==> config.mk <==
export PLATFORM = sky130hd
export DESIGN_NAME = seven_segment_time_decoder_flat
export DESIGN_NICKNAME = d
export VERILOG_FILES = /design/src/rtl/seven_segment_time_decoder_if.sv /design/src/rtl/seven_segment_time_decoder.sv /design/src/flat_wrapper.sv
export SDC_FILE = /design/constraint.sdc
export NUM_CORES = 1
export LEC_CHECK = 0
export CAP_MARGIN = 20
export CORE_UTILIZATION = 39
export CTS_BUF_LIST = sky130_fd_sc_hd__clkbuf_16
export DETAILED_ROUTE_END_ITERATION = 12
export GPL_TIMING_DRIVEN = 0
export RECOVER_POWER = 25
export SLEW_MARGIN = 40
export SYNTH_ARGS = -nofsm -noshare
export SYNTH_HDL_FRONTEND = slang
export SYNTH_SLANG_ARGS = --single-unit
==> constraint.sdc <==
create_clock -name clk -period 1.9 [get_ports clk]
set_input_delay 0.475 -clock clk [delete_from_list [all_inputs] [get_ports clk]]
set_output_delay 0.475 -clock clk [all_outputs]
set_load 0.02 [all_outputs]
==> src/rtl/seven_segment_time_decoder_if.sv <==
// Bundle between the elapsed-time counter and the HEX digit driver.
//   i_value    : seconds count from the timer (0..63)
//   i_paused   : timer paused, digits blink
//   i_blank    : force both digits dark
//   o_seg_tens : tens digit, {g,f,e,d,c,b,a}, active-low
//   o_seg_ones : ones digit, {g,f,e,d,c,b,a}, active-low
//   o_busy     : binary->BCD conversion in progress
// master = timer side (drives the value), slave = the decoder.
interface seven_segment_time_decoder_if;
    logic [5:0] i_value;
    logic       i_paused;
    logic       i_blank;
    logic [6:0] o_seg_tens;
    logic [6:0] o_seg_ones;
    logic       o_busy;

    modport master (
        output i_value, i_paused, i_blank,
        input  o_seg_tens, o_seg_ones, o_busy
    );

    modport slave (
        input  i_value, i_paused, i_blank,
        output o_seg_tens, o_seg_ones, o_busy
    );
endinterface

==> src/rtl/seven_segment_time_decoder.sv <==
// Drives two 7-segment digits (tens, ones) from the 6-bit seconds value.
// Binary->BCD conversion is sequential shift-add-3, one bit per clock, and is
// only started when the value differs from the last converted one. Digits blink
// while the timer is paused and can be forced dark.
// Ports:
//   clk   : system clock
//   rst_n : asynchronous, active-low reset
//   bus   : seven_segment_time_decoder_if.slave (value/pause/blank in,
//           segment digits and busy out)
// Parameters:
//   BLINK_CYCLES : clk cycles per blink half-period (>= 1)
//   LZ_SUPPRESS  : 1 blanks the tens digit when it is 0
module seven_segment_time_decoder #(
    parameter int BLINK_CYCLES = 6000000,
    parameter bit LZ_SUPPRESS  = 1'b0
) (
    input  logic                          clk,
    input  logic                          rst_n,
    seven_segment_time_decoder_if.slave   bus
);

    localparam logic [1:0] S_IDLE  = 2'd0;
    localparam logic [1:0] S_SHIFT = 2'd1;
    localparam logic [1:0] S_DONE  = 2'd2;

    localparam int CNT_W = (BLINK_CYCLES > 1) ? $clog2(BLINK_CYCLES) : 1;
    localparam logic [CNT_W-1:0] CNT_MAX = CNT_W'(BLINK_CYCLES - 1);

    localparam logic [6:0] SEG_DARK = 7'h7F;
    localparam logic [6:0] SEG_ZERO = 7'b1000000;

    logic [1:0]       state_reg;
    logic [5:0]       last_reg;
    logic [5:0]       cap_reg;
    // [13:10] tens BCD, [9:6] ones BCD, [5:0] binary bits still to shift in
    logic [13:0]      shift_reg;
    logic [13:0]      shift_adj;
    logic [2:0]       bit_cnt_reg;
    logic [3:0]       tens_reg;
    logic [3:0]       ones_reg;
    logic             blink_on_reg;
    logic [CNT_W-1:0] blink_cnt_reg;
    logic [6:0]       seg_tens_reg;
    logic [6:0]       seg_ones_reg;
    logic [6:0]       seg_tens_next;
    logic [6:0]       seg_ones_next;

    function automatic logic [6:0] seg_decode(input logic [3:0] d);
        case (d)
            4'd0:    return 7'b1000000;
            4'd1:    return 7'b1111001;
            4'd2:    return 7'b0100100;
            4'd3:    return 7'b0110000;
            4'd4:    return 7'b0011001;
            4'd5:    return 7'b0010010;
            4'd6:    return 7'b0000010;
            4'd7:    return 7'b1111000;
            4'd8:    return 7'b0000000;
            4'd9:    return 7'b0010000;
            default: return 7'b1111111;
        endcase
    endfunction

    // Add-3 correction on each BCD nibble before the shift.
    always_comb begin
        shift_adj = shift_reg;
        if (shift_reg[13:10] >= 4'd5) shift_adj[13:10] = shift_reg[13:10] + 4'd3;
        if (shift_reg[9:6]   >= 4'd5) shift_adj[9:6]   = shift_reg[9:6]   + 4'd3;
    end

    // Conversion FSM. A change arriving mid-conversion is picked up on the
    // next IDLE compare against last_reg, so the display always settles.
    always_ff @(posedge clk or negedge rst_n) begin
        if (!rst_n) begin
            state_reg   <= S_IDLE;
            last_reg    <= 6'd0;
            cap_reg     <= 6'd0;
            shift_reg   <= 14'd0;
            bit_cnt_reg <= 3'd0;
            tens_reg    <= 4'd0;
            ones_reg    <= 4'd0;
        end else begin
            case (state_reg)
                S_IDLE: begin
                    if (bus.i_value != last_reg) begin
                        shift_reg   <= {8'd0, bus.i_value};
                        cap_reg     <= bus.i_value;
                        bit_cnt_reg <= 3'd0;
                        state_reg   <= S_SHIFT;
                    end
                end
                S_SHIFT: begin
                    shift_reg   <= {shift_adj[12:0], 1'b0};
                    bit_cnt_reg <= bit_cnt_reg + 3'd1;
                    if (bit_cnt_reg == 3'd5) state_reg <= S_DONE;
                end
                S_DONE: begin
                    tens_reg  <= shift_reg[13:10];
                    ones_reg  <= shift_reg[9:6];
                    last_reg  <= cap_reg;
                    state_reg <= S_IDLE;
                end
                default: state_reg <= S_IDLE;
            endcase
        end
    end

    // Blink phase: toggles every BLINK_CYCLES clocks while paused, forced lit otherwise.
    always_ff @(posedge clk or negedge rst_n) begin
        if (!rst_n) begin
            blink_cnt_reg <= '0;
            blink_on_reg  <= 1'b1;
        end else if (!bus.i_paused) begin
            blink_cnt_reg <= '0;
            blink_on_reg  <= 1'b1;
        end else if (blink_cnt_reg == CNT_MAX) begin
            blink_cnt_reg <= '0;
            blink_on_reg  <= ~blink_on_reg;
        end else begin
            blink_cnt_reg <= blink_cnt_reg + CNT_W'(1);
        end
    end

    // Per-digit decode: index 0 = ones, 1 = tens.
    logic [3:0] digit     [2];
    logic [6:0] digit_seg [2];
    assign digit[0] = ones_reg;
    assign digit[1] = tens_reg;

    genvar gi;
    generate
        for (gi = 0; gi < 2; gi++) begin : g_decode
            assign digit_seg[gi] = seg_decode(digit[gi]);
        end
    endgenerate

    always_comb begin
        seg_tens_next = digit_seg[1];
        seg_ones_next = digit_seg[0];
        if (bus.i_blank || !blink_on_reg) begin
            seg_tens_next = SEG_DARK;
            seg_ones_next = SEG_DARK;
        end else if (LZ_SUPPRESS && (tens_reg == 4'd0)) begin
            seg_tens_next = SEG_DARK;
        end
    end

    always_ff @(posedge clk or negedge rst_n) begin
        if (!rst_n) begin
            seg_tens_reg <= LZ_SUPPRESS ? SEG_DARK : SEG_ZERO;
            seg_ones_reg <= SEG_ZERO;
        end else begin
            seg_tens_reg <= seg_tens_next;
            seg_ones_reg <= seg_ones_next;
        end
    end

    assign bus.o_seg_tens = seg_tens_reg;
    assign bus.o_seg_ones = seg_ones_reg;
    assign bus.o_busy     = (state_reg != S_IDLE);

endmodule

==> src/flat_wrapper.sv <==
// flat-port wrapper written by rule: the top's interface ports become plain ports
module seven_segment_time_decoder_flat 
#(
    parameter int BLINK_CYCLES = 6000000,
    parameter bit LZ_SUPPRESS  = 1'b0
)
  (clk, rst_n, bus_i_value, bus_i_paused, bus_i_blank, bus_o_seg_tens, bus_o_seg_ones, bus_o_busy);
  seven_segment_time_decoder_if bus_i ();
  input  logic clk;
  input  logic rst_n;
  input wire logic [$bits(bus_i.i_value)-1:0] bus_i_value;
  input wire logic [$bits(bus_i.i_paused)-1:0] bus_i_paused;
  input wire logic [$bits(bus_i.i_blank)-1:0] bus_i_blank;
  output wire logic [$bits(bus_i.o_seg_tens)-1:0] bus_o_seg_tens;
  output wire logic [$bits(bus_i.o_seg_ones)-1:0] bus_o_seg_ones;
  output wire logic [$bits(bus_i.o_busy)-1:0] bus_o_busy;
  assign bus_i.i_value = bus_i_value;
  assign bus_i.i_paused = bus_i_paused;
  assign bus_i.i_blank = bus_i_blank;
  assign bus_o_seg_tens = bus_i.o_seg_tens;
  assign bus_o_seg_ones = bus_i.o_seg_ones;
  assign bus_o_busy = bus_i.o_busy;
  seven_segment_time_decoder #(.BLINK_CYCLES(BLINK_CYCLES), .LZ_SUPPRESS(LZ_SUPPRESS)) u_core (.clk(clk), .rst_n(rst_n), .bus(bus_i));
endmodule
### Word level (Yosys, flattened, before mapping)

Memories as Yosys holds them, arrays and structs flattened.
Cells that the tools add are included.
W data, S select, Z words.

| word-level totals | value |
|---|---|
| memories | 2 |
| bits in read-only memories | 224 |
| register bits | 77 |
| output and inout bits | 15 |
| bits of input ports | 10 |

| operators by class | value |
|---|---|
| add/subtract/negate cells | 4 |
| bitwise gates (word level) | 1 |
| reductions and logical operators | 8 |
| muxes and demuxes | 15 |
| equality and inequality tests | 8 |
| order comparisons | 2 |

Memories:

| memory | depth | width | read ports | clocked after memory_dff | wr ports | RTL line | RTL |
|---|---|---|---|---|---|---|---|
| (name not given) | 16 | 7 | 1 | 0 | 0 | seven_segment_time_decoder.sv:49 | `case (d)` |
| (name not given) | 16 | 7 | 1 | 0 | 0 | seven_segment_time_decoder.sv:49 |  |

Operators by type and width:

| operator | number |
|---|---|
| $mux W23 | 2 |
| $pmux W14 S2 | 1 |
| $add A23 B1 Y23 const B | 1 |
| $eq A23 B23 Y1 const B | 1 |
| $mux W14 | 1 |
| $mux W7 | 2 |
| $ge A4 B3 Y1 const B | 2 |
| $mux W3 | 2 |
| $ne A2 B1 Y1 const B | 3 |
| $ne A6 B6 Y1 | 1 |
| $pmux W3 S2 | 1 |
| $reduce_and A2 Y1 | 3 |
| $add A4 B2 Y4 const B | 1 |
| $mux W2 | 2 |
| $mux W4 | 1 |
| $pmux W2 S2 | 1 |
| $reduce_bool A2 Y1 | 2 |
| $add A3 B1 Y3 const B | 1 |
| $add A3 B2 Y3 const B | 1 |
| $eq A3 B3 Y1 const B | 1 |
| $eq A2 B1 Y1 const B | 1 |
| $eq A2 B2 Y1 const B | 1 |
| $logic_not A2 Y1 | 1 |
| $mux W1 | 2 |
| 3 further kinds | 3 |

### Depth between registers and ports, before layout

| logic depth | value |
|---|---|
| depth after elaboration | 3 |
| gate-level depth with buffers | 6 |
| depth with buffers taken out | 6 |

### Worst setup path after synthesis

Ideal clock, no wire load.

| timing | value |
|---|---|
| path type | register to register |
| start point | reg u_core.blink_cnt_reg[0] |
| end point | reg u_core.blink_cnt_reg[18] |
| required time | 1.826 ns |
| period minus slack after synthesis | 1.918 ns |
| setup slack | -0.018 ns |
| stages on the path, launching flop included | 6 |
| data arrival time | 1.844 ns |
| cells stage by stage | dfrtp_1 ha_1 nand4_2 or4_4 or4_4 a21oi_2 |

| on the way | value |
|---|---|
| cells in the longest elaborated chain, start to end | 3 |
| elaborated cells between the ends (all ways) | 4 |

RTL lines:

| item | RTL line | RTL |
|---|---|---|
| from (decl) | seven_segment_time_decoder.sv:42 | `logic [CNT_W-1:0] blink_cnt_reg;` |
| from (signal assigned) | seven_segment_time_decoder.sv:120 | `blink_cnt_reg <= blink_cnt_reg + CNT_W'(1);` |
| $add A23 B1 Y23 or $eq A23 B23 Y1 (tied branches) | seven_segment_time_decoder.sv:120, seven_segment_time_decoder.sv:116 |  |
| $mux W23 (*) | seven_segment_time_decoder.sv:116 | `end else if (blink_cnt_reg == CNT_MAX) begin` |
| $mux W23 (*) | seven_segment_time_decoder.sv:113 | `end else if (!bus.i_paused) begin` |

Mark *: on every way between the ends. The rest lies on a longest branch, timed or not.
A chain may end at the register's enable or synchronous reset.

### Worst setup path in the final report

Same ends and word-level chain as after synthesis.

==> run summary <==
status -> completed
layout cells sized above 1 -> 18.7%
#FFs+latches synth -> 77
DRC -> 0
YS warnings -> 0
first-pass GRT wire length -> 12000 um
crit path to -> u_core.blink_cnt_reg[18]
vias in the first global route -> 2540
# diodes -> 0
flop2flop setup slack -> 0.06 ns
setup violators final -> 0
post-synth cell types -> 43
post-synthesis sequential area ratio -> 50.8%
kind of critical path -> flip-flop to flip-flop
worst-path maximum fanout -> 4
final critical path time including I/O delays and setup -> 1.84 ns
Via Count -> 2649
CTS Buf Count -> 9
type of origin of the critical path -> flip-flop
critical path cell sequence -> ha_4, nand4_4, or4_4, or4_4, a21oi_2
WL per Instance -> 13.2 um
Max Cap Violations -> 0
max-slew violations -> 0
post-route setup slack -> 0.0600 ns
Lkg Pwr -> 1.98 nW
drt initial violations -> 83
CP Data Arrival Time -> 2.10 ns
Place WS -> -0.592 ns
die area -> 10100 um^2
placer congestion estimate -> 0.782
Crit path depth -> 5
CP max stage cell -> or4_4
CTS tree -> yes
reg2reg end -> u_core.blink_cnt_reg[18]
HP Class -> input pin to async pin
relative slew slack -> 46.7%
DR pass1 iterations -> 4
Worst-Skew Late Latency -> 0.33 ns
Synth Flop Type -> dfrtp_1
clock sink count -> 77
PwrDens -> 1420 nW/um^2
largest net degree at the start of global routing -> 46
CTS root buf -> clkbuf_16
initial antenna violation count -> 0
Slowest Stage Delay on Critical Path -> 0.51 ns
syn nets -> 382
max reg flops -> 23
core region area -> 9330 um^2
Flop pwr share -> 37.3%
row cnt -> 35
nets -> 423
worst vdd ir -> 0.604 mV
Syn Area/Cell -> 10.7 um^2
most used cell along the critical path -> or4_4
die height -> 101 um
worst path bufs/invs -> 0
final core utilization -> 50.5%
starting density of the core -> 40.8%
Sw Pwr -> 2.05 mW
Fmax -> 543 MHz
Worst Skew -> 0.00595 ns
slew of the pin with the lowest slew margin -> 0.800 ns
port bufs -> 24
crit path launch -> u_core.blink_cnt_reg[0]
RSZ-0062 raised after global routing -> true
CTS H-Tree Depth -> 3
Top delay family on crit path -> simple AND/OR/NAND/NOR gates
Pint -> 4.63 mW
Routed WL -> 6990 um
gr usage total -> 15.1%
final antenna-violating net count -> 0
Sw Ratio -> 30.7%
CTS Hold Bufs -> 0
gr ovfl total -> 0
via density per instance -> 5.00
Die Width -> 101 um
clock share of power -> 31.2%
Top Ports -> 25
worst reg2reg path depth -> 5
Reg2Reg Launch Point -> u_core.blink_cnt_reg[0]
synthesized area -> 3800 um^2
dpl cell area -> 4250 um^2
Syn-to-layout area delta -> 24.0%
ys async rst share -> 100%
combinational share of power -> 31.5%
Required @ worst endpoint -> 2.16 ns
fill cell total of the finished layout -> 861
Cells after Synth -> 355
CTS max path bufs -> 2
Setup crit end kind -> flip-flop
fin crit share -> 96.8%
EDFF count, synth -> 0
HPWL Detailed -> 4660 um
Final Hold Vio Count -> 0
Design Area, Final -> 4710 um^2
clock-pin slew on the worst setup and hold paths -> 0.06 ns
==> layer usage <==
metal  part of all wire (%)  GRT usage, %  wire, um
met5                      0             0         0
met4                    1.1          5.35        80
met3                    2.5          3.40       177
met2                     47          25.0      3320
met1                     49          19.6      3410
==> power by group through the flow <==
stage	combinational (mW)	sequential (mW)	clock (mW)
finish	2.10	2.49	2.08
global route	2.38	2.56	2.18
CTS	2.09	2.49	2.11
detailed placement	2.07	2.49	0
global placement	2.02	2.48	0
floorplan	1.38	2.57	0
==> stage by stage <==
step	instances	setup TNS [ns]	power (mW)	hold slack, ns
3_3_place_gp	508	-193.49	4.50	0.482
4_1_cts	527	-0.0175	6.70	0.0391
5_1_grt	530	0	7.12	0.295
2_1_floorplan	355	0	3.95	0.179
6_report	530	0	6.68	0.226
3_5_place_dp	509	-15.23	4.57	0.390
==> worst min path at each step <==
stage | from | endpoint | slack (ns) | depth (start not counted)
after floorplan | rst_n | u_core.bit_cnt_reg[0] | 0.18 | 0
after global placement | u_core.cap_reg[2] | u_core.last_reg[2] | 0.48 | 1
after detailed placement | rst_n | u_core.blink_cnt_reg[3] | 0.39 | 1
after CTS | rst_n | u_core.bit_cnt_reg[2] | 0.04 | 1
after global routing | rst_n | u_core.bit_cnt_reg[2] | 0.29 | 1
final | rst_n | u_core.blink_cnt_reg[3] | 0.23 | 1
==> Yosys cell counts, drive strengths merged, types with 4 or more instances <==
cell    instances  area share, %
xnor2          17            3.9
xor2            7            1.6
nor2           27            2.7
nand3          10            1.6
o31ai           5           0.99
nand2b          4           0.66
a22o           16            3.7
or4             6            1.4
nand2          23            2.3
and2            6           0.99
a221o           5            1.3
mux2i           4            1.1
nor4            4           0.66
mux2           18            5.3
nand4           6            1.2
and3            4           0.66
dfrtp          74             49
inv            17            1.7
nor2b           4           0.66
a21oi          15            2.1
ha             17            5.6
clkbuf         12            1.2
o21ai          28            3.7
==> cells in the final DEF (no fill, tap or decap), types with 5 or more instances in the layout <==
cell and n:
dfrtp_1 69, nor2_1 25, o21ai_0 25, nand2_1 23, mux2_2 18, inv_1 17, xnor2_1 17, a22o_1 16
ha_1 16, a21oi_1 14, clkdlybuf4s50_1 14, clkbuf_16 9, nand3_1 8, buf_4 8, clkbuf_1 7, xor2_1 7
dlygate4sd2_1 7, and2_1 6, nand4_1 5, a221o_1 5, dfrtp_2 5
==> cell families after synthesis <==
kind of cell | Yosys count | share of synthesized area (%)
simple gates | 111 | 16.2
flops | 77 | 50.8
compound gates | 72 | 12.3
buf+inv | 32 | 3.26
xor+xnor | 24 | 5.53
mux | 22 | 6.38
fa+ha+maj | 17 | 5.59
==> cell type report <==
class	count	area (um^2)	area share [%]
plain buffers	12	57.6	1.22
clock buffers	9	225	4.78
clock inverters	7	138	2.92
inverters	17	63.8	1.35
multi-input cells	246	1830	38.9
flip-flops and latches	77	1940	41.1
well taps	129	161	3.42
repair buffers	33	299	6.34
==> repair_timing <==
| action | 4_1_cts | 5_1_grt |
|---|---|---|
| pin swaps | 3 | 4 |
| resized for setup | 21 | 13 |
| buffers inserted | 4 | 4 |
| setup endpoints to repair | 46 | 44 |
No activity file was read; power rests on OpenSTA's default activity.
